### config.mk
export PLATFORM = sky130hd
export DESIGN_NAME = seven_segment_mux
export DESIGN_NICKNAME = d
export VERILOG_FILES = /design/src/rtl/seven_seg_pkg.sv /design/src/rtl/seven_seg_decode.sv /design/src/rtl/seven_segment_mux.sv
export SDC_FILE = /design/constraint.sdc
export NUM_CORES = 1
export LEC_CHECK = 0
export CAP_MARGIN = 20
export CELL_PAD_IN_SITES_DETAIL_PLACEMENT = 1
export CELL_PAD_IN_SITES_GLOBAL_PLACEMENT = 2
export CORE_MARGIN = 2
export CORE_UTILIZATION = 37
export DETAILED_ROUTE_END_ITERATION = 8
export GPL_TIMING_DRIVEN = 0
export PLACE_DENSITY = 0.94
export SYNTH_ARGS = -nofsm -noshare
export SYNTH_HDL_FRONTEND = slang
export SYNTH_SLANG_ARGS = --single-unit
### constraint.sdc
create_clock -name i_Clk -period 4.98 [get_ports i_Clk]
set_input_delay 0.747 -clock i_Clk [delete_from_list [all_inputs] [get_ports i_Clk]]
set_output_delay 0.747 -clock i_Clk [all_outputs]
set_load 0.005 [all_outputs]
### src/rtl/seven_seg_pkg.sv
// Shared constants for the seven-segment scan driver: segment patterns, blank
// code, slot phase type and the nibble decode function (SEG_HEX_EN selects hex glyphs).
package seven_seg_pkg;

  typedef enum logic {
    PH_DEAD,
    PH_LIT
  } slot_phase_e;

  // Segment order is A (bit 6) through G (bit 0); 1 = lit.
  localparam logic [6:0] SEG_BLANK = 7'b0000000;
  localparam logic [6:0] SEG_ERR   = 7'b1001111;

  localparam logic [15:0][6:0] SEG_PATTERNS = {
    7'b1000111,  // F
    7'b1001111,  // E
    7'b0111101,  // d
    7'b1001110,  // C
    7'b0011111,  // b
    7'b1110111,  // A
    7'b1111011,  // 9
    7'b1111111,  // 8
    7'b1110000,  // 7
    7'b1011111,  // 6
    7'b1011011,  // 5
    7'b0110011,  // 4
    7'b1111001,  // 3
    7'b1101101,  // 2
    7'b0110000,  // 1
    7'b1111110   // 0
  };

  function automatic logic [6:0] seg_decode(input logic [3:0] i_Value);
`ifdef SEG_HEX_EN
    return SEG_PATTERNS[i_Value];
`else
    return (i_Value > 4'd9) ? SEG_ERR : SEG_PATTERNS[i_Value];
`endif
  endfunction

endpackage

### src/rtl/seven_seg_decode.sv
// Combinational 4-bit value to ABCDEFG segment decoder.
// Values 10..15 show hex glyphs when SEG_HEX_EN is defined, otherwise "E".
module seven_seg_decode
  import seven_seg_pkg::*;
(
  input  logic [3:0] i_Value,
  output logic [6:0] o_Segments
);

  always_comb begin
    o_Segments = seg_decode(i_Value);
  end

endmodule

### src/rtl/seven_segment_mux.sv
// Time-multiplexed seven-segment driver with double-buffered digits, dead time
// and frame-boundary commit. SEG_HEX_EN enables hex glyphs for values 10..15.
module seven_segment_mux
  import seven_seg_pkg::*;
#(
  parameter int NUM_DIGITS     = 2,
  parameter int CLKS_PER_DIGIT = 25000,
  parameter int DEAD_CLKS      = 250,
  parameter bit SEG_ACTIVE_LOW = 1'b0
) (
  input  logic                    i_Clk,
  input  logic                    i_Rst_L,
  input  logic [4*NUM_DIGITS-1:0] i_Digits,
  input  logic                    i_Load,
  input  logic [NUM_DIGITS-1:0]   i_Blank_Mask,
  output logic [6:0]              o_Segments,
  output logic [NUM_DIGITS-1:0]   o_Digit_En,
  output logic                    o_Frame_Done
);

  localparam int CNT_W = $clog2(CLKS_PER_DIGIT);
  localparam int IDX_W = (NUM_DIGITS > 1) ? $clog2(NUM_DIGITS) : 1;
  localparam int DW    = 4 * NUM_DIGITS;
  localparam logic [6:0] SEG_POL = {7{SEG_ACTIVE_LOW}};

  logic [CNT_W-1:0]      r_Cnt;
  logic [IDX_W-1:0]      r_Idx;
  logic [DW-1:0]         r_Pending;
  logic [DW-1:0]         r_Shadow;
  logic                  r_Pend;
  logic                  r_Frame_Wrap;

  logic                  w_Slot_End;
  logic                  w_Frame_End;
  slot_phase_e           w_Phase;
  logic [3:0]            w_Nibble;
  logic [6:0]            w_Dec_Seg;
  logic                  w_Lit;
  logic [NUM_DIGITS-1:0] w_Onehot;
  logic [NUM_DIGITS-1:0] w_En_Next;
  logic [6:0]            w_Seg_Next;

  always_comb begin
    w_Slot_End  = (r_Cnt == CNT_W'(CLKS_PER_DIGIT - 1));
    w_Frame_End = w_Slot_End && (r_Idx == IDX_W'(NUM_DIGITS - 1));
    w_Phase     = (r_Cnt < CNT_W'(DEAD_CLKS)) ? PH_DEAD : PH_LIT;
    w_Nibble    = r_Shadow[{r_Idx, 2'b00} +: 4];
    w_Onehot    = NUM_DIGITS'(1) << r_Idx;
    w_Lit       = (w_Phase == PH_LIT) && !i_Blank_Mask[r_Idx];
    w_En_Next   = w_Lit ? w_Onehot : '0;
    w_Seg_Next  = w_Lit ? w_Dec_Seg : SEG_BLANK;
  end

  seven_seg_decode u_decode (
    .i_Value    (w_Nibble),
    .o_Segments (w_Dec_Seg)
  );

  always_ff @(posedge i_Clk) begin
    if (!i_Rst_L) begin
      r_Cnt <= '0;
      r_Idx <= '0;
    end else if (w_Slot_End) begin
      r_Cnt <= '0;
      r_Idx <= w_Frame_End ? '0 : r_Idx + IDX_W'(1);
    end else begin
      r_Cnt <= r_Cnt + CNT_W'(1);
    end
  end

  // A load landing on the boundary cycle bypasses pending and wins over it.
  always_ff @(posedge i_Clk) begin
    if (!i_Rst_L) begin
      r_Pending <= '0;
      r_Shadow  <= '0;
      r_Pend    <= 1'b0;
    end else begin
      if (i_Load) r_Pending <= i_Digits;
      if (w_Frame_End) begin
        if (i_Load)      r_Shadow <= i_Digits;
        else if (r_Pend) r_Shadow <= r_Pending;
        r_Pend <= 1'b0;
      end else if (i_Load) begin
        r_Pend <= 1'b1;
      end
    end
  end

  // The frame pulse lines up with the registered view of slot 0, cnt 0.
  always_ff @(posedge i_Clk) begin
    if (!i_Rst_L) begin
      r_Frame_Wrap <= 1'b0;
      o_Frame_Done <= 1'b0;
      o_Digit_En   <= '0;
      o_Segments   <= SEG_BLANK ^ SEG_POL;
    end else begin
      r_Frame_Wrap <= w_Frame_End;
      o_Frame_Done <= r_Frame_Wrap;
      o_Digit_En   <= w_En_Next;
      o_Segments   <= w_Seg_Next ^ SEG_POL;
    end
  end

endmodule

## After elaboration in Yosys (flattened, before gate mapping)

Memory sizes are Yosys's and may differ from the RTL's.
Cells that the tools add are included.

| operators by class | value |
|---|---|
| bitwise gates (word level) | 2 |
| add/subtract/negate cells | 2 |
| equality and inequality tests | 1 |
| muxes and demuxes | 8 |
| reduce and logical (&&, ||, !) cells | 9 |
| shift operators | 2 |
| $lt $le $gt $ge | 4 |

Operators with widths:

| kind | number |
|---|---|
| $mux W8 | 2 |
| $add A15 B1 Y15 const B | 1 |
| $eq A15 B15 Y1 const B | 1 |
| $lt A15 B8 Y1 const B | 1 |
| $mux W7 | 2 |
| $shiftx A8 B4 Y4 | 1 |
| $lt A4 B5 Y1 const B | 1 |
| $gt A4 B4 Y1 const B | 1 |
| $mux W1 | 4 |
| $reduce_and A2 Y1 | 2 |
| $reduce_or A2 Y1 | 2 |
| $reduce_or A3 Y1 | 1 |
| $logic_and A1 B1 Y1 | 2 |
| $lt A1 B2 Y1 const B | 1 |
| $not A1 Y1 | 2 |
| $reduce_bool A2 Y1 | 1 |
| $shl A1 B1 Y2 const A | 1 |
| $add A1 B1 Y1 const B | 1 |
| $logic_not A1 Y1 | 1 |

| storage, ports and cells | value |
|---|---|
| input bits | 13 |
| ROM bits | 112 |
| register bits after elaboration | 44 |
| memories | 1 |

Memories:

| name | depth | bits a word | read ports | clocked after Yosys merged registers in | wr ports | RTL line | source |
|---|---|---|---|---|---|---|---|
| (name not given) | 16 | 7 | 1 | 0 | 0 | seven_seg_pkg.sv:37 | `return (i_Value > 4'd9) ? SEG_ERR : SEG_PATTERNS[i_Value];` |

## Logic depth before layout (Yosys ltp)

| depth | value |
|---|---|
| depth in word-level cells | 6 |
| mapped depth | 8 |

## Cells and area by module

From an unflattened synthesis, not the netlist that was laid out.

| unflattened totals | value |
|---|---|
| cells, all modules | 205 |
| area total of the unflattened synthesis | 2034.5 um^2 |

By module, submodules not included:

| module | times used | cells each | area an instance (um^2) | seq. area each (um^2) |
|---|---|---|---|---|
| seven_segment_mux | 1 | 171 | 1778.0 | 880.8 |
| seven_seg_decode | 1 | 34 | 256.5 | 0.0 |

## Least setup slack after synthesis

Ideal clock, no wire load.

| path | value |
|---|---|
| path type | register to register |
| start point | reg r_Idx |
| end point | reg o_Segments[6] |
| cell stages (with the launch flop) | 9 |
| setup slack | 3.057 ns |
| setup time | 0.091 ns |
| arrival | 1.832 ns |
| data required time | 4.889 ns |
| path through | dfxtp_1 buf_2 mux2i_1 inv_1 ha_1 nor2_1 nand3b_1 a21oi_1 a311oi_1 |

| on the way | value |
|---|---|
| cells in the longest elaborated chain, start to end | 5 |

RTL lines:

| item | RTL line | source |
|---|---|---|
| from (decl) | seven_segment_mux.sv:27 | `logic [IDX_W-1:0] r_Idx;` |
| from (signal assigned) | seven_segment_mux.sv:65 | `r_Idx <= w_Frame_End ? '0 : r_Idx + IDX_W'(1);` |
| branches (longest 5 deep; another with $mem_v2 Z16 W7) | - |  |
| to (signal assigned) | seven_segment_mux.sv:95 | `o_Segments <= SEG_BLANK ^ SEG_POL;` |
| to (signal assigned) | seven_segment_mux.sv:100 | `o_Segments <= w_Seg_Next ^ SEG_POL;` |
| to (decl) | seven_segment_mux.sv:16 | `output logic [6:0] o_Segments,` |

Several ways; the timed one is not identified. The select of a mux whose other input is x is not followed.
A chain may end at the register's enable or synchronous reset.

## Worst setup path in the final report

Ends and elaborated chain as after synthesis.

==> impl_metrics.csv <==
group,metric,value,unit
run_status,status,"completed",
worst_setup_path,critPathArrivalTime,2.49,ns
cells_and_area,regArea,881,µm²
global_routing,grt_max_degree,14,
cts,clock_tree.buffer_depth,2,
cells_and_area,nets,241,
synth,synth_edf_count,0,
cts,clkTransAtPathRegs,0.08,ns
worst_setup_path,regToRegStartpoint,"r_Idx$_SDFFE_PN0N_",
die,die-area,5740,µm²
route,drt_iter0_markers,29,
place,place_congestion,0.748,
timing,maxSlewHeadroom,0.509,
cts,cts-root-buf,"clkbuf_8",
power,peakVddDrop,0.136,mV
global_routing,busiest_layer,"met2",
global_routing,grt_overflow,0,
cells_and_area,drive_gt1_frac,0.109,
hold_path,hp-class,"reg2reg",
timing,finalClockSkew,0.00904,ns
timing,fmax,438,MHz
timing,final.setup.tns,0,ns
power,leakagePower,0.870,nW
die,die_y,75.8,µm
timing,final-setup-viol-count,0,
timing,final.min_clock_period,2.28,ns
global_routing,use_met3,0.0437,
synth,yosysTopAreaCell,"dfxtp_1",
synth,synthesis.nets,213,
route,vias,1408,
synth,synth.distinct_cells,33,
cells_and_area,antennaDiodeCount,0,
route,wl_per_cell,13.1,µm
route,antenna_left,0,
die,start_util,0.378,
cts,cts_buffers,5,
synth,ys_warn_count,0,
timing,slew_viol_final,0,
global_routing,met2_usage,0.239,
cts,cts_tree,"built",
timing,period_share,0.458,
worst_setup_path,end_kind,"flop",
die,io_pins,23,
cts,post_cts_buffers,0,
synth,synth_area,1910,µm²
place,dp_hpwl,2810,µm
global_routing,grt_pass1_wl,6380,µm
synth,ys.flop_type,"dfxtp_1",
route,route.detailed.drc,0,
cells_and_area,multi_input_area,975,µm²
power,p_per_area,285,nW/µm²
worst_setup_path,start_kind,"flop",
global_routing,antenna_found_initial,0,
job,max_cap_violations,0,
route,via_per_inst,4.84,
timing,hold_viol,0,
timing,tightest_slew,0.737,ns
hold_path,hp-start,"r_Frame_Wrap$_SDFF_PN0_",
die,die_w,75.8,µm
place,placed_cells,283,
cts,clkLatencyLatePin,0.30,ns
synth,syn_inst,192,
synth,ys_ff_latch,44,
cells_and_area,syn_to_final_growth,21.3,%
cells_and_area,final.fill_count,577,
global_routing,grt_pass1_vias,1353,
cts,cts_htree_levels,2,
synth,synthMostInstantiatedCell,"dfxtp_1",
place,portBuffers,21,
die,placementRows,26,
timing,grt_setup_unrepaired,"false",
place,post-place-ws,2.59,ns
synth,synth_top_area_share,0.462,
timing,fin_ws,2.70,ns
power,p_total,0.000660,W
synth,syn-mean-instance-area,9.92,µm²
cells_and_area,final_cell_count_no_fill,291,
global_routing,track_usage,0.148,
worst_setup_path,crit_type,"reg2reg",
synth,async_flop_share,0,
worst_setup_path,cp.required,5.19,ns
route,wl,3820,µm
cts,cts_sinks,44,
synth,netlist_top_cells_area,"dfxtp_1 (46%), nor2_1 (6.9%), mux2i_1 (6.8%)",
die,core_area,5040,µm²
cts,ctsHoldBuffers,0,
cells_and_area,post-route-util,0.458,
synth,seq_area_frac_synth,0.462,
worst_setup_path,crit_fanout,10,
synth,synth_common_cells,"dfxtp_1 (44), nor2_1 (35), mux2i_1 (13)",
route,dr.pass1.iters,4,
worst_setup_path,crit_path_start,"r_Idx$_SDFFE_PN0N_",
global_routing,gr-usage-met1,0.192,
cts,cts.repair.resized,0,
==> kinds of logic (layout without fill, tap and decap cells) <==
logic type                 after synthesis  count (layout)  share of synthesized area
DFF                                     44              44                      0.462
AOI/OAI and AO/OA                       18              18                     0.0755
adders and majority gates                8               8                     0.0525
muxes                                   23              23                      0.127
and+or+nand+nor                         73              73                      0.192
xor gates and xnor gates                14              14                     0.0643
buffers and inverters                   12              41                     0.0263
==> routing by layer <==
metal,routed length [µm],share of wire
met1,1900,0.50
met2,1770,0.46
met3,117,0.031
met4,27,0.0071
met5,0,0
==> power by group <==
| group | total (W) | leakage, nW | internal [W] | switching, W |
|---|---|---|---|---|
| Clock | 0.000269 | 0.0552 | 0.000149 | 0.000121 |
| Sequential | 0.000362 | 0.357 | 0.000358 | 0.00000389 |
| Combinational | 0.0000284 | 0.458 | 0.0000147 | 0.0000138 |
| Total | 0.000660 | 0.870 | 0.000522 | 0.000138 |
==> sequential cells by signal, indices dropped and copies added (netlist names) <==
signal,cells
r_Cnt,15
o_Frame_Done,1
r_Pending,8
o_Digit_En,2
r_Idx,1
r_Frame_Wrap,1
o_Segments,7
r_Pend,1
r_Shadow,8
==> metrics by stage <==
stage	hold WS (ns)	cell area [µm²]
5_1_grt	0.475	2310
3_5_place_dp	0.421	2200
2_1_floorplan	0.412	1910
4_1_cts	0.452	2310
3_3_place_gp	0.417	2200
6_report	0.445	2310
==> worst max-delay path, cell delays in order (launching register included) <==
cell	delay [ns]
dfxtp_1	0.40
buf_2	0.32
mux2i_1	0.51
inv_1	0.16
ha_1	0.24
nor2_1	0.14
nand3b_1	0.12
a21oi_1	0.07
a311oi_1	0.23
==> layout make-up <==
class | instances | area share
inverters | 7 | 0.0114
clock buffers | 6 | 0.0314
flip-flops and latches | 44 | 0.381
repair buffers | 21 | 0.0910
multi-input cells | 136 | 0.422
well taps | 70 | 0.0379
clock inverters | 2 | 0.0152
plain buffers | 5 | 0.0103
==> placed cells by master (no fill, tap or decap), types with 2 or more instances in the layout <==
cell type	Yosys	final
nor3_1	4	4
dfxtp_1	44	44
xor2_1	2	2
nor2_1	35	35
a311oi_1	4	4
nand4_1	2	2
mux2i_1	13	13
mux2_2	10	10
clkdlybuf4s50_1	0	21
o21ai_0	5	5
a21oi_1	4	4
clkbuf_1	3	4
and2_1	9	9
nor4_1	3	3
nand2_1	7	7
ha_1	8	8
nand3_1	6	6
clkbuf_8	0	5
inv_1	6	6
xnor2_1	12	12
==> path summary, 6_finish.rpt <==
path	cells past startpoint	slack, ns	endpoint
setup / recovery	8	2.70	o_Segments[6]$_SDFF_PN0_
hold / removal	1	0.45	o_Frame_Done$_SDFF_PN0_
hold reg to reg	1	0.45	o_Frame_Done$_SDFF_PN0_
setup reg to reg	8	2.70	o_Segments[6]$_SDFF_PN0_
(Power assumes the default switching activity.)
==> RTL change 1, RTL diff (same flow settings) <==
Register the output `o_Segments` once more, with the module's reset; this adds one clock of latency there. The other outputs are not delayed to match.
--- a/src/rtl/seven_segment_mux.sv
+++ b/src/rtl/seven_segment_mux.sv
@@ -22,6 +22,8 @@
   localparam int IDX_W = (NUM_DIGITS > 1) ? $clog2(NUM_DIGITS) : 1;
   localparam int DW    = 4 * NUM_DIGITS;
   localparam logic [6:0] SEG_POL = {7{SEG_ACTIVE_LOW}};
+
+  logic [6:0] o_Segments_s0;
 
   logic [CNT_W-1:0]      r_Cnt;
   logic [IDX_W-1:0]      r_Idx;
@@ -92,12 +94,20 @@
       r_Frame_Wrap <= 1'b0;
       o_Frame_Done <= 1'b0;
       o_Digit_En   <= '0;
-      o_Segments   <= SEG_BLANK ^ SEG_POL;
+      o_Segments_s0 <= SEG_BLANK ^ SEG_POL;
     end else begin
       r_Frame_Wrap <= w_Frame_End;
       o_Frame_Done <= r_Frame_Wrap;
       o_Digit_En   <= w_En_Next;
-      o_Segments   <= w_Seg_Next ^ SEG_POL;
+      o_Segments_s0 <= w_Seg_Next ^ SEG_POL;
+    end
+  end
+
+  always_ff @(posedge i_Clk) begin
+    if (!i_Rst_L) begin
+      o_Segments <= '0;
+    end else begin
+      o_Segments <= o_Segments_s0;
     end
   end
 
Formal check against the unedited RTL: no difference found for any inputs over 10 cycles, from zero or initial values and one cycle with i_Rst_L low; that may be too few to reach the edited logic, so the function may still have changed.
==> RTL change 1 against the original RTL <==
Cell count up 6.5%; sequential cell count rose by 7; final area grew 11%; combinational power is 11% higher; first-iteration DRC count increased by 97%; total power up 7.7%; wire length increased by 13%; area after synthesis is 14% higher; worst setup slack lost 0.27 ns; critical path type unchanged; critical endpoint is now o_Segments_s0[6].
==> RTL change 1: results <==
set metrics [dict create \
    status "finished clean" \
    place_hpwl_um 3100 \
    fillers 640 \
    viasPerCell 4.99 \
    dr_wl_met3_um 149 \
    synthArstFlopShare_pct 0 \
    nNetsFinal 258 \
    reg_top3 "r_Cnt x15, r_Pending x8, r_Shadow x8" \
    cts_resized 0 \
    synth_nets 230 \
    wl_met2_um 1980 \
    ys_warn_count 0 \
    portBuffers 21 \
    worst_pin_slew_ns 0.641 \
    hold_path.class "flip-flop to flip-flop" \
    critPathMaxFanout 10 \
    yosysUniqueCellTypes 35 \
    grt_pass1_wl_um 7250 \
    h-tree-depth 2 \
    clk_path_buf_depth 2 \
    place_congestion 0.784 \
    clk_pin_slew_worst_paths_ns 0.09 \
    ir_drop_mv 0.113 \
    antenna_found_initial 0 \
    hold_end "o_Segments[4]" \
    r2r_cells 8 \
    clock_latency_ns 0.31 \
    antenna_cells 0 \
    power_frac_comb_pct 4.4 \
    maxUsedRoutingLayer "met4" \
    power_leakage_nw 1.02 \
    synthTopCellsByCount "dfxtp_1, nor2_1, and2_1, mux2i_1" \
    r2r_slack_ns 2.43 \
    cts_setup_buffers 0 \
    ys_seq_area_share_pct 47.2 \
    pg_seq_mw 0.417 \
    p_sw_mw 0.153 \
    numCtsBuffers 5 \
    crit_family "buffers and inverters" \
    max_stage_delay_ns 0.54 \
    first_pass_iters 4 \
    seqPwrFrac_pct 58.7 \
    reg2reg_to "o_Segments_s0[6]" \
    grt.total_usage_pct 14.7 \
    timing.rr.start "r_Idx" \
    met1_length_um 2120 \
    grt_pass1_vias 1518 \
    grt_max_degree 16 \
    fin_worst_skew_ns 0.00686 \
    cts_root_buffer "clkbuf_8" \
    wire_per_inst_um 13.9 \
    drt_iter0_markers 57 \
    cp_slowest_cell "mux2i_1" \
    hold_path.startpoint "o_Segments_s0[4]" \
    layout-drive-gt1-share_pct 11.3 \
    synthTopCellsByArea "dfxtp_1, mux2i_1, mux2_4" \
    cp_data_arrival_time_ns 2.77 \
]
RTL change 1: per-layer routing:
| metal | GRT usage (%) | vias up |
|---|---|---|
| li1 | - | 776 |
| met1 | 18.9 | 740 |
| met2 | 23.4 | 26 |
| met3 | 3.71 | 5 |
| met4 | 5.59 | 0 |
| met5 | 0 | - |
RTL change 1: cell type report:
| cell class | instances | area share, % |
|---|---|---|
| Buffer | 8 | 2.05 |
| Clock buffer | 7 | 3.75 |
| Clock inverter | 1 | 0.292 |
| Inverter | 3 | 0.439 |
| Multi-Input combinational cell | 147 | 42.0 |
| Sequential cell | 51 | 39.8 |
| Tap cell | 72 | 3.51 |
| Timing Repair Buffer | 21 | 8.19 |
RTL change 1: logic make-up after synthesis:
group	Yosys count	share of synthesized area (%)
mux	23	12.6
buf+inv	11	2.95
simple gates	85	21.9
flops	51	47.2
fa+ha+maj	8	4.63
xor+xnor	13	5.26
compound gates	18	5.49
RTL change 1: through the flow:
step           worst slack, ns  hold slack (ns)  utilization [%]  instances  cell area [um2]
3_3_place_gp              2.58            0.416             44.2        302             2460
3_5_place_dp              2.49            0.422             44.2        302             2460
5_1_grt                   2.24            0.456             46.1        310             2570
2_1_floorplan             2.74            0.412                -        209             2160
6_report                  2.43            0.440             46.1        310             2570
4_1_cts                   2.45            0.445             46.1        310             2570
RTL change 1: how the worst max path moves through the flow:
stage                            end  cells after the start  slack (ns)  startpoint
global placement    o_Segments_s0[6]                      8        2.58       r_Idx
detailed placement  o_Segments_s0[6]                      8        2.49       r_Idx
global route        o_Segments_s0[6]                      8        2.24       r_Idx
floorplan                r_Shadow[0]                      5        2.74   r_Cnt[11]
finish              o_Segments_s0[6]                      8        2.43       r_Idx
CTS                 o_Segments_s0[6]                      8        2.45       r_Idx
==> RTL change 2, RTL diff (config.mk and constraints unchanged) <==
Made on the original files. Set the parameter `DEAD_CLKS` to 125 (it was 250).
--- a/src/rtl/seven_segment_mux.sv
+++ b/src/rtl/seven_segment_mux.sv
@@ -5,7 +5,7 @@
 #(
   parameter int NUM_DIGITS     = 2,
   parameter int CLKS_PER_DIGIT = 25000,
-  parameter int DEAD_CLKS      = 250,
+  parameter int DEAD_CLKS      = 125,
   parameter bit SEG_ACTIVE_LOW = 1'b0
 ) (
   input  logic                    i_Clk,
Behaviour: same outputs for any inputs over 10 cycles, from zero or initial values and one cycle with i_Rst_L low; that may be too few to reach the edited logic, so the function may still have changed.
==> RTL change 2 against the original RTL <==
Wire length decreased by 4.0%; highest routed layer unchanged; area after synthesis increased by 0.13%; sequential share of layout area increased by 0.12 points; clock power decreased by 11%; worst setup slack improved by 0.051 ns; final area decreased by 0.32%; die area increased by 0.12%; sequential cell count unchanged; total power decreased by 4.7%.
==> RTL change 2: results <==
set metrics [dict create \
    synthTopCellsByArea "dfxtp_1, nor2_1, mux2i_1" \
    drt_iter0_markers 23 \
    cts_resized 0 \
    cts_root_buffer "clkbuf_8" \
    wl_um 3660 \
    relSlewSlack_pct 52.5 \
    grt_max_degree 15 \
    cp_slowest_cell "mux2i_1" \
    synthArstFlopShare_pct 0 \
    hold_path.class "flip-flop to flip-flop" \
    synthTopCellsByCount "dfxtp_1, nor2_1, mux2i_1, xnor2_1, mux2_2" \
    nNetsFinal 241 \
    synth_flop_cell "dfxtp_1" \
    r2r_slack_ns 2.75 \
    grt_pass1_vias 1448 \
    synth_xor_area_share_pct 6.43 \
    reg_top3 "r_Cnt x15, r_Pending x8, r_Shadow x8" \
    cp_data_arrival_time_ns 2.44 \
    grt.total_usage_pct 15.2 \
    ys_seq_area_share_pct 46.2 \
    ir_drop_mv 0.117 \
    place_area_mm2 0.00221 \
    netSwitchingFraction_pct 22.8 \
    power_leakage_nw 0.859 \
    status "finished clean" \
    fin_worst_skew_ns 0.00786 \
    cts_setup_buffers 0 \
    hold_ws_ns 0.465 \
    reg2reg_to "o_Segments[6]" \
    max_stage_delay_ns 0.46 \
    synth_compound_area_share_pct 7.54 \
    yosysUniqueCellTypes 33 \
    first_pass_iters 2 \
    hold_end "o_Frame_Done" \
    r2r_cells 8 \
    top_register "r_Cnt" \
    grt_pass1_wl_um 6500 \
    timing.rr.start "r_Idx" \
    muxShareOfSynthArea_pct 12.7 \
    synth_fa_ha_area_share_pct 5.25 \
    portBuffers 21 \
    layout-drive-gt1-share_pct 11.3 \
    place_congestion 0.727 \
    viasPerCell 4.88 \
    place_hpwl_um 2630 \
    hold_depth 1 \
    critPathMaxFanout 10 \
]
==> RTL change 2: cell count changes after synthesis, sizes merged <==
cell	before	now
nand2	7	6
nand4	2	3
nor2	35	36
nor3	4	3
or3	1	0
or4	1	2
==> RTL change 2: area by class of cell <==
type / count / area (um2)
timing repair buffer: 21 / 210
inverter: 7 / 26.3
fill: 580 / 2740
sequential: 44 / 881
buffer: 5 / 23.8
clock buffer: 6 / 82.6
clock inverter: 2 / 15.0
tap: 70 / 87.6
multi-input combinational: 136 / 977
==> RTL change 2: cell families (layout without fill, tap and decap cells) <==
group                    after synthesis  in the layout
AO/OA/AOI/OAI                         18             18
XOR/XNOR                              14             14
adder cells (fa/ha/maj)                8              8
buffers and inverters                 12             41
flip-flops                            44             44
multiplexers                          23             23
AND/OR/NAND/NOR                       73             73
==> RTL change 2: how the worst max path moves through the flow <==
stage,depth (start not counted),startpoint,slack (ns),to
4_1_cts,8,r_Idx,2.72,o_Segments[6]
6_report,8,r_Idx,2.75,o_Segments[6]
3_3_place_gp,4,i_Rst_L,2.60,o_Segments[6]
2_1_floorplan,8,r_Idx,3.06,o_Segments[6]
3_5_place_dp,4,i_Rst_L,2.63,o_Segments[6]
5_1_grt,8,r_Idx,2.53,o_Segments[6]
==> RTL change 2: layer usage <==
metal,part of all wire [%],vias to the layer above,GRT usage (%)
met4,2.1,0,7.60
met5,0,-,0
li1,-,714,-
met2,48,19,26.1
met1,47,680,17.2
met3,3.4,7,4.23
==> RTL change 2: critical path, delay by kind of cell, from the launching register on <==
family	cells	cell delay (ns)
buf+inv	2	0.46
flops	1	0.42
simple gates	2	0.25
compound gates	2	0.31
mux	1	0.46
fa+ha+maj	1	0.24
==> RTL change 2: stage by stage <==
| stage | instances | setup slack (ns) |
|---|---|---|
| CTS | 291 | 2.72 |
| global placement | 283 | 2.60 |
| global route | 291 | 2.53 |
| detailed placement | 283 | 2.63 |
| floorplan | 192 | 3.06 |
| finish | 291 | 2.75 |
==> RTL change 2: power groups by stage <==
stage / Sequential (mW) / Combinational, mW / Clock (mW)
global route: 0.362 / 0.0339 / 0.263
floorplan: 0.368 / 0.0164 / 0
global placement: 0.369 / 0.0294 / 0
detailed placement: 0.369 / 0.0301 / 0
finish: 0.361 / 0.0295 / 0.239
CTS: 0.361 / 0.0302 / 0.248
